File: config.mk
export PLATFORM = sky130hd
export DESIGN_NAME = ps2_scancode_ctrl
export DESIGN_NICKNAME = d
export VERILOG_FILES = /design/src/rtl/ps2_pkg.sv /design/src/rtl/ps2_event_fifo.sv /design/src/rtl/ps2_scancode_ctrl.sv
export SDC_FILE = /design/constraint.sdc
export NUM_CORES = 1
export LEC_CHECK = 0
export ABC_CLOCK_PERIOD_IN_PS = 4700
export CAP_MARGIN = 20
export CELL_PAD_IN_SITES_DETAIL_PLACEMENT = 1
export CELL_PAD_IN_SITES_GLOBAL_PLACEMENT = 2
export CORE_MARGIN = 2
export CORE_UTILIZATION = 42
export CTS_CLUSTER_DIAMETER = 100
export DETAILED_ROUTE_END_ITERATION = 10
export GPL_TIMING_DRIVEN = 0
export PLACE_DENSITY_LB_ADDON = 0.1
export SYNTH_ARGS = -nofsm -noshare
export SYNTH_HDL_FRONTEND = slang
export SYNTH_SLANG_ARGS = --single-unit
File: constraint.sdc
create_clock -name clk -period 4.7 [get_ports clk]
set_input_delay 1.41 -clock clk [delete_from_list [all_inputs] [get_ports clk]]
set_output_delay 1.41 -clock clk [all_outputs]
set_load 0.05 [all_outputs]
File: src/rtl/ps2_pkg.sv
// Shared definitions for the PS/2 scan-code sequencer.
//   - ps2_state_e : prefix-resolution FSM states
//   - byte constants for the Set-2 prefix and error codes
//   - ps2_event_t : one resolved key event {code, ext, brk}
package ps2_pkg;

  typedef enum logic [2:0] {
    ST_IDLE,
    ST_EXT,
    ST_BRK,
    ST_EXT_BRK,
    ST_PAUSE
  } ps2_state_e;

  localparam logic [7:0] PS2_EXT   = 8'hE0;
  localparam logic [7:0] PS2_BRK   = 8'hF0;
  localparam logic [7:0] PS2_PAUSE = 8'hE1;
  localparam logic [7:0] PS2_ERR0  = 8'h00;
  localparam logic [7:0] PS2_ERR1  = 8'hFF;

  // Bytes that follow the leading E1 of the Pause sequence.
  localparam logic [2:0] PS2_PAUSE_TAIL = 3'd7;

  typedef struct packed {
    logic [7:0] code;
    logic       ext;
    logic       brk;
  } ps2_event_t;

  localparam int PS2_EVENT_W = $bits(ps2_event_t);

  // 00 (buffer overrun) and FF (key detection error) are never key codes.
  function automatic logic is_err_byte(input logic [7:0] b);
    return (b == PS2_ERR0) || (b == PS2_ERR1);
  endfunction

endpackage

File: src/rtl/ps2_event_fifo.sv
// First-word-fall-through synchronous FIFO for resolved key events.
// Ports:
//   clk, reset   : clock, synchronous active-high reset
//   push, wdata  : write request and data (ignored when full unless popping)
//   pop          : consume the head (ignored when empty)
//   rdata        : current head entry, valid whenever !empty
//   full, empty  : occupancy status
// A push into a full FIFO is accepted when a pop happens in the same cycle.
module ps2_event_fifo #(
  parameter int DEPTH = 4,
  parameter int WIDTH = 10
) (
  input  logic             clk,
  input  logic             reset,
  input  logic             push,
  input  logic [WIDTH-1:0] wdata,
  input  logic             pop,
  output logic [WIDTH-1:0] rdata,
  output logic             full,
  output logic             empty
);

  localparam int AW = $clog2(DEPTH);
  localparam logic [AW:0] PTR_ONE = 1;

  // Pointers carry one extra wrap bit so full and empty are distinguishable.
  logic [AW:0]      wr_ptr;
  logic [AW:0]      rd_ptr;
  logic [WIDTH-1:0] mem [DEPTH];
  logic             do_push;
  logic             do_pop;

  assign empty   = (wr_ptr == rd_ptr);
  assign full    = (wr_ptr[AW] != rd_ptr[AW]) && (wr_ptr[AW-1:0] == rd_ptr[AW-1:0]);
  assign do_pop  = pop && !empty;
  assign do_push = push && (!full || do_pop);
  assign rdata   = mem[rd_ptr[AW-1:0]];

  always_ff @(posedge clk) begin
    if (reset) begin
      wr_ptr <= '0;
      rd_ptr <= '0;
      // NOTE: the storage is only a handful of entries, so it is cleared on
      // reset to give the head fields a defined 00 value straight out of reset.
      for (int i = 0; i < DEPTH; i++) begin
        mem[i] <= '0;
      end
    end else begin
      // NOTE: state registers use non-blocking assignments so every flop in
      // this block samples the pre-edge values regardless of statement order.
      if (do_push) begin
        mem[wr_ptr[AW-1:0]] <= wdata;
        wr_ptr              <= wr_ptr + PTR_ONE;
      end
      if (do_pop) begin
        rd_ptr <= rd_ptr + PTR_ONE;
      end
    end
  end

endmodule

File: src/rtl/ps2_scancode_ctrl.sv
// PS/2 Set-2 scan-code sequencer.
// Turns the decoder's byte stream into single key events by resolving the
// E0 (extended), F0 (break) and E1 (pause) prefixes, then queues the events
// in a FWFT FIFO with a valid/ready handshake.
// Ports:
//   clk, reset          : clock, synchronous active-high reset
//   byte_data/byte_valid: one-cycle byte strobe from the PS/2 decoder
//   ev_code/ev_ext/ev_break/ev_valid : FIFO head event
//   ev_ready            : consumer pops the head when ev_valid & ev_ready
//   overflow            : sticky, an event was dropped on a full FIFO
//   proto_err           : sticky, byte 00 or FF was received
//   err_clr             : clears both sticky flags (a same-cycle set wins)
module ps2_scancode_ctrl
  import ps2_pkg::*;
#(
  parameter int FIFO_DEPTH     = 4,
  parameter int TIMEOUT_CYCLES = 500000
) (
  input  logic       clk,
  input  logic       reset,
  input  logic [7:0] byte_data,
  input  logic       byte_valid,
  output logic [7:0] ev_code,
  output logic       ev_ext,
  output logic       ev_break,
  output logic       ev_valid,
  input  logic       ev_ready,
  output logic       overflow,
  output logic       proto_err,
  input  logic       err_clr
);

  localparam int CW = $clog2(TIMEOUT_CYCLES + 1);
  localparam logic [CW-1:0] TO_MAX   = CW'(TIMEOUT_CYCLES);
  localparam logic [CW-1:0] TO_LAST  = CW'(TIMEOUT_CYCLES - 1);
  localparam logic [CW-1:0] CNT_ONE  = 1;

  ps2_state_e state_q, state_d;
  logic [2:0] skip_q, skip_d;
  logic [CW-1:0] idle_cnt;

  logic       push;
  ps2_event_t push_ev;
  ps2_event_t head_ev;
  logic       perr_set;
  logic       ovf_set;
  logic       timeout_hit;
  logic       fifo_full;
  logic       fifo_empty;
  logic       pop;

  // Fires on the idle clock that brings the counter to TIMEOUT_CYCLES, so
  // a byte arriving right after exactly TIMEOUT_CYCLES idle clocks is
  // already decoded from IDLE.
  assign timeout_hit = (state_q != ST_IDLE) && (idle_cnt == TO_LAST);

  // ---------------------------------------------------------------------
  // Sequencer next-state / push decode
  // ---------------------------------------------------------------------
  always_comb begin
    // NOTE: every output of this block gets a default first, so no path can
    // leave a signal unassigned and infer a latch.
    state_d  = state_q;
    skip_d   = skip_q;
    push     = 1'b0;
    push_ev  = '{code: byte_data, ext: 1'b0, brk: 1'b0};
    perr_set = 1'b0;

    if (byte_valid) begin
      if (is_err_byte(byte_data)) begin
        perr_set = 1'b1;
        state_d  = ST_IDLE;
      end else begin
        unique case (state_q)
          ST_IDLE: begin
            if (byte_data == PS2_EXT) begin
              state_d = ST_EXT;
            end else if (byte_data == PS2_BRK) begin
              state_d = ST_BRK;
            end else if (byte_data == PS2_PAUSE) begin
              state_d = ST_PAUSE;
              skip_d  = PS2_PAUSE_TAIL;
            end else begin
              push = 1'b1;
            end
          end

          ST_EXT: begin
            if (byte_data == PS2_BRK) begin
              state_d = ST_EXT_BRK;
            end else if (byte_data != PS2_EXT) begin
              push        = 1'b1;
              push_ev.ext = 1'b1;
              state_d     = ST_IDLE;
            end
          end

          ST_BRK: begin
            if (byte_data == PS2_EXT) begin
              state_d = ST_EXT_BRK;
            end else if (byte_data != PS2_BRK) begin
              push        = 1'b1;
              push_ev.brk = 1'b1;
              state_d     = ST_IDLE;
            end
          end

          ST_EXT_BRK: begin
            if (byte_data != PS2_BRK && byte_data != PS2_EXT) begin
              push        = 1'b1;
              push_ev.ext = 1'b1;
              push_ev.brk = 1'b1;
              state_d     = ST_IDLE;
            end
          end

          ST_PAUSE: begin
            // Tail bytes are swallowed whatever their value; the last one
            // emits a single Pause event carrying the E1 code.
            skip_d = skip_q - 3'd1;
            if (skip_q == 3'd1) begin
              push         = 1'b1;
              push_ev.code = PS2_PAUSE;
              state_d      = ST_IDLE;
            end
          end

          default: state_d = ST_IDLE;
        endcase
      end
    end else if (timeout_hit) begin
      state_d = ST_IDLE;
    end
  end

  always_ff @(posedge clk) begin
    if (reset) begin
      state_q <= ST_IDLE;
      skip_q  <= '0;
    end else begin
      state_q <= state_d;
      skip_q  <= skip_d;
    end
  end

  // ---------------------------------------------------------------------
  // Inter-byte idle counter: runs only while a prefix is pending
  // ---------------------------------------------------------------------
  always_ff @(posedge clk) begin
    if (reset) begin
      idle_cnt <= '0;
    end else if (state_d == ST_IDLE || byte_valid) begin
      idle_cnt <= '0;
    end else if (idle_cnt != TO_MAX) begin
      idle_cnt <= idle_cnt + CNT_ONE;
    end
  end

  // ---------------------------------------------------------------------
  // Event FIFO and handshake
  // ---------------------------------------------------------------------
  assign ev_valid = !fifo_empty;
  assign pop      = ev_valid && ev_ready;
  // A full FIFO still accepts a push when the head leaves in the same cycle.
  assign ovf_set  = push && fifo_full && !pop;

  ps2_event_fifo #(
    .DEPTH (FIFO_DEPTH),
    .WIDTH (PS2_EVENT_W)
  ) u_fifo (
    .clk   (clk),
    .reset (reset),
    .push  (push),
    .wdata (push_ev),
    .pop   (pop),
    .rdata (head_ev),
    .full  (fifo_full),
    .empty (fifo_empty)
  );

  assign ev_code  = head_ev.code;
  assign ev_ext   = head_ev.ext;
  assign ev_break = head_ev.brk;

  // ---------------------------------------------------------------------
  // Sticky error flags: a new error outranks a simultaneous clear
  // ---------------------------------------------------------------------
  always_ff @(posedge clk) begin
    if (reset) begin
      overflow  <= 1'b0;
      proto_err <= 1'b0;
    end else begin
      if (ovf_set) begin
        overflow <= 1'b1;
      end else if (err_clr) begin
        overflow <= 1'b0;
      end
      if (perr_set) begin
        proto_err <= 1'b1;
      end else if (err_clr) begin
        proto_err <= 1'b0;
      end
    end
  end

endmodule
==> flow_metrics.tcl, run 1 <==
set metrics [dict create \
    status "finished, final reports clean" \
    regArea_um2 1902 \
    synth.cell_area_um2 3557 \
    critPathMaxFanout 10 \
    hp-start "proto_err$_SDFFE_PP0P_" \
    grt.overflow.total 0 \
    syn_nets 342 \
    max-slew-margin-rel 0.3036 \
    utilization 0.5011 \
    power_density_nw_per_um2 357.6 \
    routed-wl-met2_um 3808 \
    die_area_um2 9222 \
    max-clock-path-buffers 2 \
    numCtsBuffers 9 \
    clk-insertion-delay-late_ns 0.36 \
    worst_slew_pin_slew_ns 1.035 \
    cp-start-kind "flip-flop" \
    grt_pass1_wl_um 13320 \
    switching_power_uw 428.6 \
    max_freq_mhz 243.9 \
    route.detailed.drc 0 \
    postRouteAntennaNets 0 \
    holdCritPathClass "flip-flop to flip-flop" \
    vias_per_cell 5.485 \
    multiInputGateArea_um2 1564 \
    floorplan.initialDensity 0.4329 \
    wire_per_inst_um 17.50 \
    gp_congestion 0.7670 \
    internal_power_mw 1.044 \
    max_cap_viol_count 0 \
    rsz0062_at_grt "false" \
    yosys-top-cells-area "edfxtp_1, dfxtp_1, nor2_1" \
    min_path_cells 2 \
    synth_top_area_frac 0.3377 \
    cts.repair.resized 0 \
    reg2reg_depth 7 \
    cpMaxStageDelayCell "clkdlybuf4s50_1" \
    totalPowerFinal_mw 1.472 \
    antenna_found_initial 0 \
    place_area_um2 3929 \
    synth_edf_count 40 \
    cts_hold_buf 0 \
    ys_seq_area_frac 0.5346 \
    pwr-share-clk 0.326 \
    setup_ws_ns 0.6000 \
    die-width_um 96.03 \
    post-dp-hpwl_um 5774 \
    ys_types 49 \
    synth_area_leader_cell "edfxtp_1" \
    cp_data_arrival_time_ns 2.69 \
    top_layer "met4" \
    nets 377 \
    wl_met1_um 4003 \
    setup_tns_ns 0 \
    cpPeakStageDelay_ns 0.72 \
    cts.sinks 75 \
    drt_first_pass_iters 4 \
    timing.rr.end "u_fifo.mem[0][1]$_SDFFCE_PN0P_" \
    clk_pin_slew_ns 0.08 \
    htree_num_levels 3 \
    critPathBufInv 2 \
    crit_chain "clkbuf_1, mux4_2, clkdlybuf4s50_1" \
    grt_max_degree 15 \
    antenna_cells 0 \
    drv_slew 0 \
    grt_pass1_vias 2563 \
    crit_required_ns 3.29 \
    rows 33 \
    rrSetupSlack_ns 1.83 \
    route.met3.wl_um 279 \
    worstSetupPathType "flip-flop to output port" \
    finalWirelength_um 8188 \
    whs_ns 0.4725 \
    root_buffer "clkbuf_8" \
    nFillCells 902 \
    placedCellCount 452 \
    final-hold-violation-count 0 \
    combPwrFrac 0.178 \
    gr-usage-all-layers 0.1955 \
    cts_tree "yes" \
    ys_ff_latch 75 \
    final_layout_size_suffix_gt1_frac 0.1322 \
    cts_setup_buffers 0 \
    drt_iter0_drc 89 \
    swShare 0.2911 \
    peakVddDrop_v 0.0001051 \
    dp_slack_ns 0.2963 \
    synthFlopType "edfxtp_1" \
    area_delta_synth_final_pct 15.76 \
    leakagePower_nw 1.441 \
    die_h_um 96.03 \
    async_flop_share 0 \
    io_pins 26 \
    avgSynthCellArea_um2 11.01 \
    vias 2567 \
    numPortBuffers 24 \
    path_delay_family "buffers and inverters" \
    clock_skew_ns 0.01298 \
    r2r-start "skip_q[0]$_SDFFE_PP0P_" \
    yosysWarnings 0 \
    fin_crit_ns 4.100 \
    instances_no_fill 468 \
    synthCells 323 \
    layout_worst_path_cycle_share 0.8723 \
    finalSetupViolCount 0 \
    whs_endpoint "proto_err$_SDFFE_PP0P_" \
    power_frac_seq 0.496 \
    fin_area_um2 4118 \
    cp-end-kind "output port" \
    fp.coreArea_um2 8217 \
]
[cell families (layout without fill, tap and decap cells)]
family | count (synthesis) | after routing | synth area share
flops | 75 | 75 | 0.5346
buf+inv | 19 | 59 | 0.02568
xor+xnor | 22 | 22 | 0.05417
mux | 11 | 11 | 0.06613
fa+ha+maj | 6 | 6 | 0.02110
compound gates | 26 | 26 | 0.05346
simple gates | 164 | 164 | 0.2448
[worst max path at each step]
stage | from | endpoint | slack, ns | cells after the start
after floorplan | byte_data[4] | u_fifo.mem[0][0]$_SDFFCE_PN0P_ | 1.25 | 7
after global placement | byte_data[2] | u_fifo.mem[1][5]$_SDFFCE_PN0P_ | 0.37 | 7
after detailed placement | byte_data[2] | u_fifo.mem[0][9]$_SDFFCE_PN0P_ | 0.30 | 7
after CTS | flip-flop | ev_ext | 0.52 | 3
after global routing | flip-flop | ev_ext | 0.40 | 3
final | flip-flop | ev_ext | 0.60 | 3
[cell usage in the layout (no fill, tap or decap), types with 2 or more instances in the layout]
| cell | instances |
|---|---|
| and4_4 | 4 |
| clkinv_4 | 2 |
| a21o_1 | 2 |
| clkbuf_8 | 9 |
| xnor2_1 | 8 |
| nand2_1 | 16 |
| nor2_1 | 63 |
| edfxtp_1 | 40 |
| ha_1 | 6 |
| and3_1 | 18 |
| nand3_1 | 14 |
| a21oi_1 | 9 |
| clkbuf_1 | 6 |
| nor2b_1 | 3 |
| xor2_1 | 14 |
| buf_1 | 2 |
| o21ai_0 | 6 |
| nand4_1 | 12 |
| inv_1 | 8 |
| or3_4 | 2 |
| dfxtp_1 | 35 |
| nor3_1 | 3 |
| or3_1 | 3 |
| and4_1 | 2 |
| clkdlybuf4s50_1 | 24 |
| buf_6 | 2 |
| nor4_1 | 5 |
| and3_2 | 2 |
| nand2b_1 | 4 |
| mux4_2 | 10 |
| or2_2 | 2 |
| nand3b_1 | 2 |
| clkinv_2 | 2 |
| a311oi_1 | 2 |
[power groups by stage]
stage / Combinational [mW] / Sequential (mW) / Clock, mW
after floorplan: 0.183 / 0.741 / 0
after global placement: 0.261 / 0.744 / 0
after detailed placement: 0.265 / 0.745 / 0
after CTS: 0.266 / 0.731 / 0.493
after global routing: 0.281 / 0.734 / 0.513
final: 0.262 / 0.730 / 0.480
[sequential cells by signal, indices dropped and copies added (netlist names), named ones only]
| name | cells |
|---|---|
| idle_cnt | 19 |
| overflow | 1 |
| skip_q | 3 |
| proto_err | 1 |
| u_fifo.wr_ptr | 3 |
| u_fifo.rd_ptr | 3 |
| state_q | 3 |
| u_fifo.mem | 40 |
[routing by layer]
| layer | global-route usage | up-vias |
|---|---|---|
| met5 | 0 | - |
| met2 | 0.3056 | 34 |
| met3 | 0.05012 | 10 |
| met1 | 0.2684 | 1274 |
| met4 | 0.05714 | 0 |
| li1 | - | 1249 |
[cell type report]
type	count	share of cell area
flip-flops and latches	75	0.4619
multi-input cells	229	0.3798
repair buffers	24	0.05834
clock buffers	11	0.03707
well taps	105	0.03191
plain buffers	11	0.01489
clock inverters	5	0.008812
inverters	8	0.007293
[tightest hold or removal path: cells and delay by family, from the launching register on]
kind	cells	cell delay, ns
simple gates	1	0.06
compound gates	1	0.05
flops	1	0.31
[Yosys cell counts, types with 2 or more instances]
cell type and count:
and4_4 4, nand2b_1 4, nand3b_1 2, buf_6 2, xor2_1 14, ha_1 6, inv_1 8, or2_2 2
a311oi_1 2, or3_1 3, buf_1 2, nand3_1 14, nor4_1 5, dfxtp_1 35, nand2_1 16, a21oi_1 9
o21ai_0 6, and3_1 18, and4_1 2, nor3_1 3, and3_2 2, clkbuf_1 5, nor2_1 63, nor2b_1 3
nand4_1 12, a21o_1 2, edfxtp_1 40, or3_4 2, xnor2_1 8, mux4_2 10
Note: power is estimated with default switching activity, not from simulation.
==> inputs of run 2 (changes only) <==
Settings changed: RECOVER_POWER from default to 25, REMOVE_ABC_BUFFERS from default to 1.
==> run 2 against run 1 <==
Sequential share of layout area up 0.65 points. Sequential power grew 3%. Hold slack worse by 0.0010 ns. Critical path depth grew 3. The flow now finishes with violations (capacitance limit, slew limit). Clock power up 6.7%. Setup slack lost 0.14 ns. Critical endpoint is now u_fifo.mem[1][1]$_SDFFCE_PN0P_. Design area down 1.4%. Sequential cell count did not move. Global-route usage grew 0.55 points.
==> flow_metrics.tcl, run 2 (synthesized netlist as in run 1, its figures left out) <==
set metrics [dict create \
    fin_crit_ns 4.237 \
    setup_tns_ns 0 \
    switching_power_uw 423.3 \
    pwr-share-clk 0.341 \
    violations "capacitance limit, slew limit" \
    dp_slack_ns 0.3011 \
    grt_pass1_wl_um 13500 \
    crit_required_ns 4.68 \
    critPathMaxFanout 10 \
    grt_max_degree 21 \
    largestRegisters "u_fifo.mem (40), idle_cnt (19)" \
    max-clock-path-buffers 2 \
    max-slew-margin-rel -0.4660 \
    floorplan.initialDensity 0.4329 \
    top_register "u_fifo.mem" \
    htree_num_levels 3 \
    finalSetupViolCount 0 \
    antenna_found_initial 0 \
    root_buffer "clkbuf_8" \
    power_density_nw_per_um2 370.2 \
    cts_hold_buf 0 \
    drt_first_pass_iters 4 \
    gr-usage-all-layers 0.2011 \
    cts_tree "yes" \
    final_common_cell "nor2_1" \
    route.detailed.drc 0 \
    antenna_cells 0 \
    area_delta_synth_final_pct 14.14 \
    clock_skew_ns 0.008698 \
    final_layout_size_suffix_gt1_frac 0.1102 \
    gp_congestion 0.6972 \
    wire_per_inst_um 18.57 \
    clk-insertion-delay-late_ns 0.35 \
    max_freq_mhz 236.0 \
    setup_ws_ns 0.4626 \
    die-width_um 96.03 \
    rows 33 \
    die_h_um 96.03 \
    io_pins 26 \
    numCtsBuffers 9 \
    clk_pin_slew_ns 0.08 \
    vias_per_cell 5.621 \
    cp-start-kind "input pin" \
    rsz0062_at_grt "false" \
    vias 2580 \
    grt_pass1_vias 2467 \
    drv_slew 11 \
    cp_data_arrival_time_ns 4.22 \
    holdCritPathClass "flip-flop to flip-flop" \
    nets 368 \
    final-hold-violation-count 0 \
    drt_iter0_drc 149 \
    status "finished with violations" \
    combPwrFrac 0.161 \
    cp-end-kind "flip-flop" \
    utilization 0.4941 \
    swShare 0.2816 \
    internal_power_mw 1.080 \
    fin_area_um2 4060 \
    grt.overflow.total 0 \
    final_cell_mix "nor2_1, edfxtp_1, dfxtp_1, clkdlybuf4s50_1, and3_1" \
    cts.sinks 75 \
    place_area_um2 3889 \
    largest_reg_flops 40 \
    worstSetupPathType "input pin to flip-flop" \
    post-dp-hpwl_um 5947 \
    power_frac_seq 0.498 \
    cts_setup_buffers 0 \
    die_area_um2 9222 \
    layout_worst_path_cycle_share 0.9016 \
    max_cap_viol_count 1 \
    worst_slew_pin_slew_ns 2.172 \
    finalWirelength_um 8524 \
    nFillCells 895 \
    fp.coreArea_um2 8217 \
    peakVddDrop_v 0.0001387 \
    totalPowerFinal_mw 1.503 \
    cts.repair.resized 0 \
    rrSetupSlack_ns 1.66 \
    numPortBuffers 25 \
    leakagePower_nw 1.426 \
    postRouteAntennaNets 0 \
]
-- run 2: layout make-up --
cell class	instances	area (um2)	area share
Inverter	8	30.03	0.007396
Multi-Input combinational cell	229	1535	0.3781
Clock buffer	13	190.2	0.04684
Tap cell	105	131.4	0.03236
Sequential cell	75	1902	0.4684
Clock inverter	3	17.52	0.004314
Timing Repair Buffer	26	254.0	0.06256
-- run 2: per-layer routing --
| layer | track usage | vias to the layer above | part of all wire |
|---|---|---|---|
| met3 | 0.04385 | 8 | 0.033 |
| met2 | 0.2940 | 44 | 0.46 |
| met4 | 0.06429 | 0 | 0.011 |
| met5 | 0 | - | 0 |
| li1 | - | 1241 | - |
| met1 | 0.2960 | 1287 | 0.50 |
-- run 2: power by group through the flow --
stage / combinational (mW) / clock, mW / sequential [mW]
2_1_floorplan: 0.166 / 0 / 0.752
3_3_place_gp: 0.241 / 0 / 0.761
3_5_place_dp: 0.246 / 0 / 0.764
4_1_cts: 0.246 / 0.526 / 0.750
5_1_grt: 0.258 / 0.554 / 0.753
6_report: 0.242 / 0.512 / 0.749
-- run 2: final timing paths --
path / from / end / cells past startpoint
worst min register to register: proto_err$_SDFFE_PP0P_ / proto_err$_SDFFE_PP0P_ / 2
worst max register to register: idle_cnt[6]$_SDFFE_PP0P_ / idle_cnt[4]$_SDFFE_PP0P_ / 6
worst min-delay path: proto_err$_SDFFE_PP0P_ / proto_err$_SDFFE_PP0P_ / 2
worst max-delay path: byte_data[4] / u_fifo.mem[1][1]$_SDFFCE_PN0P_ / 6
-- run 2: stage by stage --
stage          instances  hold slack, ns
2_1_floorplan        312          0.4707
3_3_place_gp         442          0.4612
3_5_place_dp         443          0.4635
4_1_cts              459          0.4826
5_1_grt              459          0.4907
6_report             459          0.4714
-- run 2: worst max-delay path, cell delays in order --
cell,delay [ns]
dlygate4sd3_1,0.68
or4_1,0.60
or3_1,0.36
and4_1,0.34
nand4_1,0.39
nand2_1,0.42
